<file path="src/rtl/alu_seq.sv">
`default_nettype none
// ============================================================================
//  Module   : alu_seq
//  Brief    : Multi-cycle sequencer for the shared 74181-style ALU. Takes a
//             3-bit encoded op, gates the operand onto the ALU bus, drives the
//             one-hot op lines through the settle window, then strobes the
//             accumulator load and pulses DONE.
//  Options  : define ALU_SEQ_FLAGS_EN to add ALU_F/ALU_CN4 inputs and
//             registered ZF/CF flag outputs captured on the write-back edge.
//  Revision : 1.0  initial release
// ============================================================================
module alu_seq #(
    parameter int EXEC_CYCLES = 1
`ifdef ALU_SEQ_FLAGS_EN
   ,parameter int DW          = 8
`endif
) (
    input  logic          clk,
    input  logic          rst_n,
    input  logic          start,
    input  logic [2:0]    op,
    input  logic          abort,
    output logic          ready,
    output logic          open,
    output logic [7:0]    opsel,
    output logic          acld,
    output logic          done
`ifdef ALU_SEQ_FLAGS_EN
   ,input  logic [DW-1:0] alu_f,
    input  logic          alu_cn4,
    output logic          zf,
    output logic          cf
`endif
);

    // Settle window clamped into the 4-bit counter range; 0 behaves as 1.
    localparam int         C_EXEC_EFF = (EXEC_CYCLES < 1)  ? 1  :
                                        (EXEC_CYCLES > 15) ? 15 : EXEC_CYCLES;
    localparam logic [3:0] C_CNT_INIT = 4'(C_EXEC_EFF - 1);

    typedef enum logic [2:0] {
        S_IDLE = 3'd0,
        S_OPND = 3'd1,
        S_EXEC = 3'd2,
        S_WB   = 3'd3,
        S_DONE = 3'd4
    } state_t;

    state_t     state_q, state_d;
    logic [2:0] op_q,    op_d;
    logic [3:0] cnt_q,   cnt_d;
    logic       ready_q, ready_d;
    logic       open_q,  open_d;
    logic [7:0] opsel_q, opsel_d;
    logic       acld_q,  acld_d;
    logic       done_q,  done_d;
`ifdef ALU_SEQ_FLAGS_EN
    logic       zf_q,    zf_d;
    logic       cf_q,    cf_d;
    logic       w_arith;
`endif

    // Next-state logic plus output decode of the next state, so the registered
    // outputs always reflect the state register with no input-to-output path.
    always_comb begin
        state_d = state_q;
        op_d    = op_q;
        cnt_d   = cnt_q;
        unique case (state_q)
            S_IDLE: begin
                if (start) begin
                    op_d    = op;
                    state_d = S_OPND;
                end
            end
            S_OPND: begin
                if (abort) begin
                    state_d = S_IDLE;
                end else begin
                    cnt_d   = C_CNT_INIT;
                    state_d = S_EXEC;
                end
            end
            S_EXEC: begin
                if (abort) begin
                    state_d = S_IDLE;
                end else if (cnt_q == 4'd0) begin
                    state_d = S_WB;
                end else begin
                    cnt_d = cnt_q - 4'd1;
                end
            end
            // Write-back is already committed here, so abort is ignored.
            S_WB:    state_d = S_DONE;
            S_DONE:  state_d = S_IDLE;
            default: state_d = S_IDLE;
        endcase

        ready_d = (state_d == S_IDLE);
        open_d  = (state_d == S_OPND) || (state_d == S_EXEC) || (state_d == S_WB);
        opsel_d = ((state_d == S_EXEC) || (state_d == S_WB)) ? (8'h80 >> op_d) : 8'h00;
        acld_d  = (state_d == S_WB);
        done_d  = (state_d == S_DONE);

`ifdef ALU_SEQ_FLAGS_EN
        // Logic ops never produce a carry; arithmetic ops take the inverted CN4.
        w_arith = (op_q == 3'd0) || (op_q == 3'd1) || (op_q == 3'd6) || (op_q == 3'd7);
        zf_d    = zf_q;
        cf_d    = cf_q;
        if (state_q == S_WB) begin
            zf_d = (alu_f == '0);
            cf_d = w_arith ? ~alu_cn4 : 1'b0;
        end
`endif
    end

    // State, operand latch, settle counter and registered outputs.
    always_ff @(posedge clk or negedge rst_n) begin
        if (!rst_n) begin
            state_q <= S_IDLE;
            op_q    <= 3'd0;
            cnt_q   <= 4'd0;
            ready_q <= 1'b1;
            open_q  <= 1'b0;
            opsel_q <= 8'h00;
            acld_q  <= 1'b0;
            done_q  <= 1'b0;
`ifdef ALU_SEQ_FLAGS_EN
            zf_q    <= 1'b0;
            cf_q    <= 1'b0;
`endif
        end else begin
            state_q <= state_d;
            op_q    <= op_d;
            cnt_q   <= cnt_d;
            ready_q <= ready_d;
            open_q  <= open_d;
            opsel_q <= opsel_d;
            acld_q  <= acld_d;
            done_q  <= done_d;
`ifdef ALU_SEQ_FLAGS_EN
            zf_q    <= zf_d;
            cf_q    <= cf_d;
`endif
        end
    end

    assign ready = ready_q;
    assign open  = open_q;
    assign opsel = opsel_q;
    assign acld  = acld_q;
    assign done  = done_q;
`ifdef ALU_SEQ_FLAGS_EN
    assign zf    = zf_q;
    assign cf    = cf_q;
`endif

endmodule
`default_nettype wire
</file>
<file path="config.mk">
export PLATFORM = sky130hd
export DESIGN_NAME = alu_seq
export DESIGN_NICKNAME = d
export VERILOG_FILES = /design/src/rtl/alu_seq.sv
export SDC_FILE = /design/constraint.sdc
export NUM_CORES = 1
export LEC_CHECK = 0
export BUFFER_PORTS_ARGS = -buffer_cell sky130_fd_sc_hd__buf_2
export CORE_MARGIN = 3
export CORE_UTILIZATION = 33
export CTS_CLUSTER_DIAMETER = 30
export CTS_CLUSTER_SIZE = 10
export DETAILED_ROUTE_END_ITERATION = 16
export MAX_ROUTING_LAYER = met4
export PLACE_DENSITY = 0.57
export SETUP_SLACK_MARGIN = 0.15
export SYNTH_ARGS = -nofsm -noshare
export SYNTH_HDL_FRONTEND = slang
export SYNTH_SLANG_ARGS = --single-unit
export TNS_END_PERCENT = 1
</file>
<file path="constraint.sdc">
create_clock -name clk -period 2 [get_ports clk]
set_input_delay 0.1 -clock clk [delete_from_list [all_inputs] [get_ports clk]]
set_output_delay 0.1 -clock clk [all_outputs]
set_load 0.02 [all_outputs]
</file>
==> metrics.csv <==
stage;metric;value;unit
place;placed inst area;0.001094;mm^2
final_layout;most frequent cells in the layout;dfrtp_1, buf_2, nor2_1, nand2_1, inv_1;
pwr;Comb power frac;41.7;%
critical_path;CP Depth;4;
clock_tree;CTS resizes;0;
synth;Mapped Nets;95;
timing;unrepaired setup endpoints after global routing;no;
pwr;internal power;0.9762;mW
critical_path;worst r2r src;state_q[2];
synth;Synth Area in Simple Gates;19.35;%
timing;Slew HR;68.07;%
timing;setup ws final;0.2884;ns
worst_hold_path;Hold Crit Class;input port to flop;
synth;register area share after synthesis;57.65;%
clock_tree;CTS tree;done;
synth;mux contribution to synthesized area;5.621;%
global_route;grt met3 use;2.808;%
critical_path;Critical Path RT;2.24;ns
detailed_routing;final WL;1.753;mm
global_route;first-pass GRT wire length;2.898;mm
timing;Slew @ Worst Pin;0.4789;ns
pwr;Seq pwr share;42.7;%
place;Setup WS pre-CTS;0.3372;ns
die;Die ar.;0.003583;mm^2
die;I/O Pins;19;
synth;Synth area leader;dfrtp_1;
synth;Synth Area in Compound Gates;10.07;%
critical_path;CP top delay family;simple AND/OR/NAND/NOR gates;
place;port bufs;18;
synth;post-synth top area share;54.90;%
global_route;global route hottest layer;met1;
die;core area;0.002613;mm^2
final_layout;Antenna diodes;0;
synth;mapped cell area;957.2;um^2
final_layout;# nets final;119;
timing;Final Hold Violating Endpoints;0;
final_layout;final instance area;0.001140;mm^2
critical_path;CP Class;flop to flop;
critical_path;Worst setup EP type;flop;
detailed_routing;router iterations before antenna repair;4;
global_route;vias in the first global route;633;
detailed_routing;Routed Antenna Nets;0;
clock_tree;CTS Buf Count;3;
die;initial core utilization;36.64;%
timing;Period minus WS final;1.712;ns
pwr;share of total power in the clock network;15.6;%
critical_path;Startpoint Class;flop;
synth;synth top area cells;dfrtp_1, nor2_1, mux2_2;
detailed_routing;drt drc;0;
place;Placer Congestion;0.7599;
clock_tree;Worst-path clk slew;0.13;ns
critical_path;Worst Reg-to-Reg Cells;4;
critical_path;Critical Path Source;state_q[2];
pwr;Worst VDD drop;0.7196;mV
clock_tree;H-Tree Depth;1;
synth;main combinational cell family by area after synthesis;simple AND/OR/NAND/NOR gates;
global_route;total gr overflow;0;
status;outcome;complete, no violations;
timing;clk_skew;0.006257;ns
pwr;switching share of power;38.18;%
die;Die H;59.86;um
pwr;leakage;0.5699;nW
global_route;met2 usage;14.04;%
global_route;met1 Usage GRT;16.49;%
final_layout;layout cells sized above 1;29.36;%
critical_path;crit path buf inv count;0;
timing;setup TNS;0;ns
critical_path;crit-path max FO;10;
final_layout;Syn-to-layout area delta;19.08;%
critical_path;Max stage delay on crit path;0.54;ns
clock_tree;Clk Latency, worst-skew pair;0.30;ns
critical_path;crit-path cells;nor4b_4 -> mux2_2 -> nand2b_1 -> nor2_1;
timing;final setup fails;0;
place;DP HPWL;1.262;mm
clock_tree;CTS Buffer Depth;2;
synth;Synth Area in Adders;2.614;%
pwr;power per standard cell area;1385;mW/mm^2
detailed_routing;Via Count;672;
critical_path;R2R Path End;opsel[7];
timing;max-slew violation count;0;
clock_tree;post-CTS setup buffers;0;
flow_run;Max-Cap Viols;0;
timing;Max Freq;584.3;MHz
critical_path;Reg2Reg Setup Slack;0.29;ns
pwr;P_sw;0.6028;mW
detailed_routing;drt wl/cell;12.61;um
critical_path;crit path capture;opsel[7];
critical_path;crit path DAT;1.95;ns
synth;mean post-synth cell area;11.13;um^2
synth;Synth Area in XOR/XNOR;0.9150;%
detailed_routing;via/cell ratio;4.835;
detailed_routing;DR iter-0 viols;20;
clock_tree;cts hold-fix bufs;1;
synth;synth unique cells;31;
die;Die X;59.86;um
global_route;initial antenna violation count;0;
synth;number of synthesized register bits;22;
clock_tree;clock sink count;22;
timing;fin crit share;85.58;%
synth;Warnings, synthesis;0;
clock_tree;CTS root buf;clkbuf_4;
synth;Post-Synthesis Cells;86;
final_layout;most common cell after layout, fill and taps aside;dfrtp_1;
global_route;Tot GR Track Use;11.11;%
critical_path;slowest CP cell;dfrtp_1;
global_route;pin count of the biggest net entering global routing;23;
die;Std-Cell Rows;18;
-- area by class of cell --
class | count | area, um^2
flip-flops and latches | 22 | 551.8
repair buffers | 22 | 122.6
clock buffers | 4 | 36.28
inverters | 6 | 22.52
well taps | 30 | 37.54
multi-input cells | 55 | 369.1
fillers | 262 | 1473
-- how the worst min path moves through the flow --
stage                     cells past startpoint   from       end  slack, ns
after global routing                          2  op[1]   op_q[1]       0.06
after CTS                                     2  op[1]   op_q[1]       0.05
after floorplan                               0  rst_n      acld      -0.20
after detailed placement                      1  rst_n  opsel[7]       0.09
final                                         2  op[1]   op_q[1]       0.07
after global placement                        1  rst_n  opsel[5]       0.08
-- cell usage after synthesis --
cell       number
nor4b_1         1
o31ai_1         2
nand2b_1        3
nor4b_4         1
nor4_1          1
mux2_2          3
nand2_1         6
nand3b_1        1
a2111oi_2       1
dfrtp_1        21
clkbuf_1        1
o22ai_1         1
a21boi_0        1
o21ai_0         3
and3_1          1
a21o_1          1
or3_1           1
dfstp_2         1
or2_2           1
inv_1           6
or4b_1          1
mux2i_1         2
buf_2           2
a22o_1          1
a31oi_1         2
nor2_1         13
ha_1            2
xnor2_1         1
a211o_1         1
nor3_1          2
nand3_1         2
-- cells by family (layout without fill, tap and decap cells) --
kind of cell | Yosys count | after routing
AOI/OAI and AO/OA | 13 | 13
xor gates and xnor gates | 1 | 1
adders and majority gates | 2 | 2
buffers and inverters | 9 | 32
DFF | 22 | 22
muxes | 5 | 5
and+or+nand+nor | 34 | 34
-- through the flow --
| step | utilization [%] | hold slack (ns) | power, mW | std cells |
|---|---|---|---|---|
| floorplan | - | -0.1956 | 1.168 | 86 |
| global placement | 41.86 | 0.08150 | 1.331 | 134 |
| detailed placement | 41.86 | 0.09358 | 1.342 | 134 |
| CTS | 43.63 | 0.05232 | 1.590 | 139 |
| global route | 43.63 | 0.05828 | 1.701 | 139 |
| finish | 43.63 | 0.06576 | 1.579 | 139 |
-- power groups by stage --
stage,sequential [mW],combinational (mW),clock (mW)
floorplan,0.729,0.439,0
global placement,0.680,0.652,0
detailed placement,0.681,0.661,0
CTS,0.672,0.665,0.252
global route,0.693,0.734,0.274
finish,0.674,0.659,0.246
-- routing by layer --
| metal | vias up | routed length, um |
|---|---|---|
| met4 | 0 | 8 |
| met3 | 2 | 82 |
| met5 | - | 0 |
| met1 | 318 | 911 |
| met2 | 10 | 751 |
| li1 | 342 | - |
-- state kept, by name, summed over array words and instances, names as in the netlist --
signal   count
acld         1
cnt_q        4
done         1
op_q         3
open         1
opsel        8
ready        1
state_q      3
(Power assumes the default switching activity.)
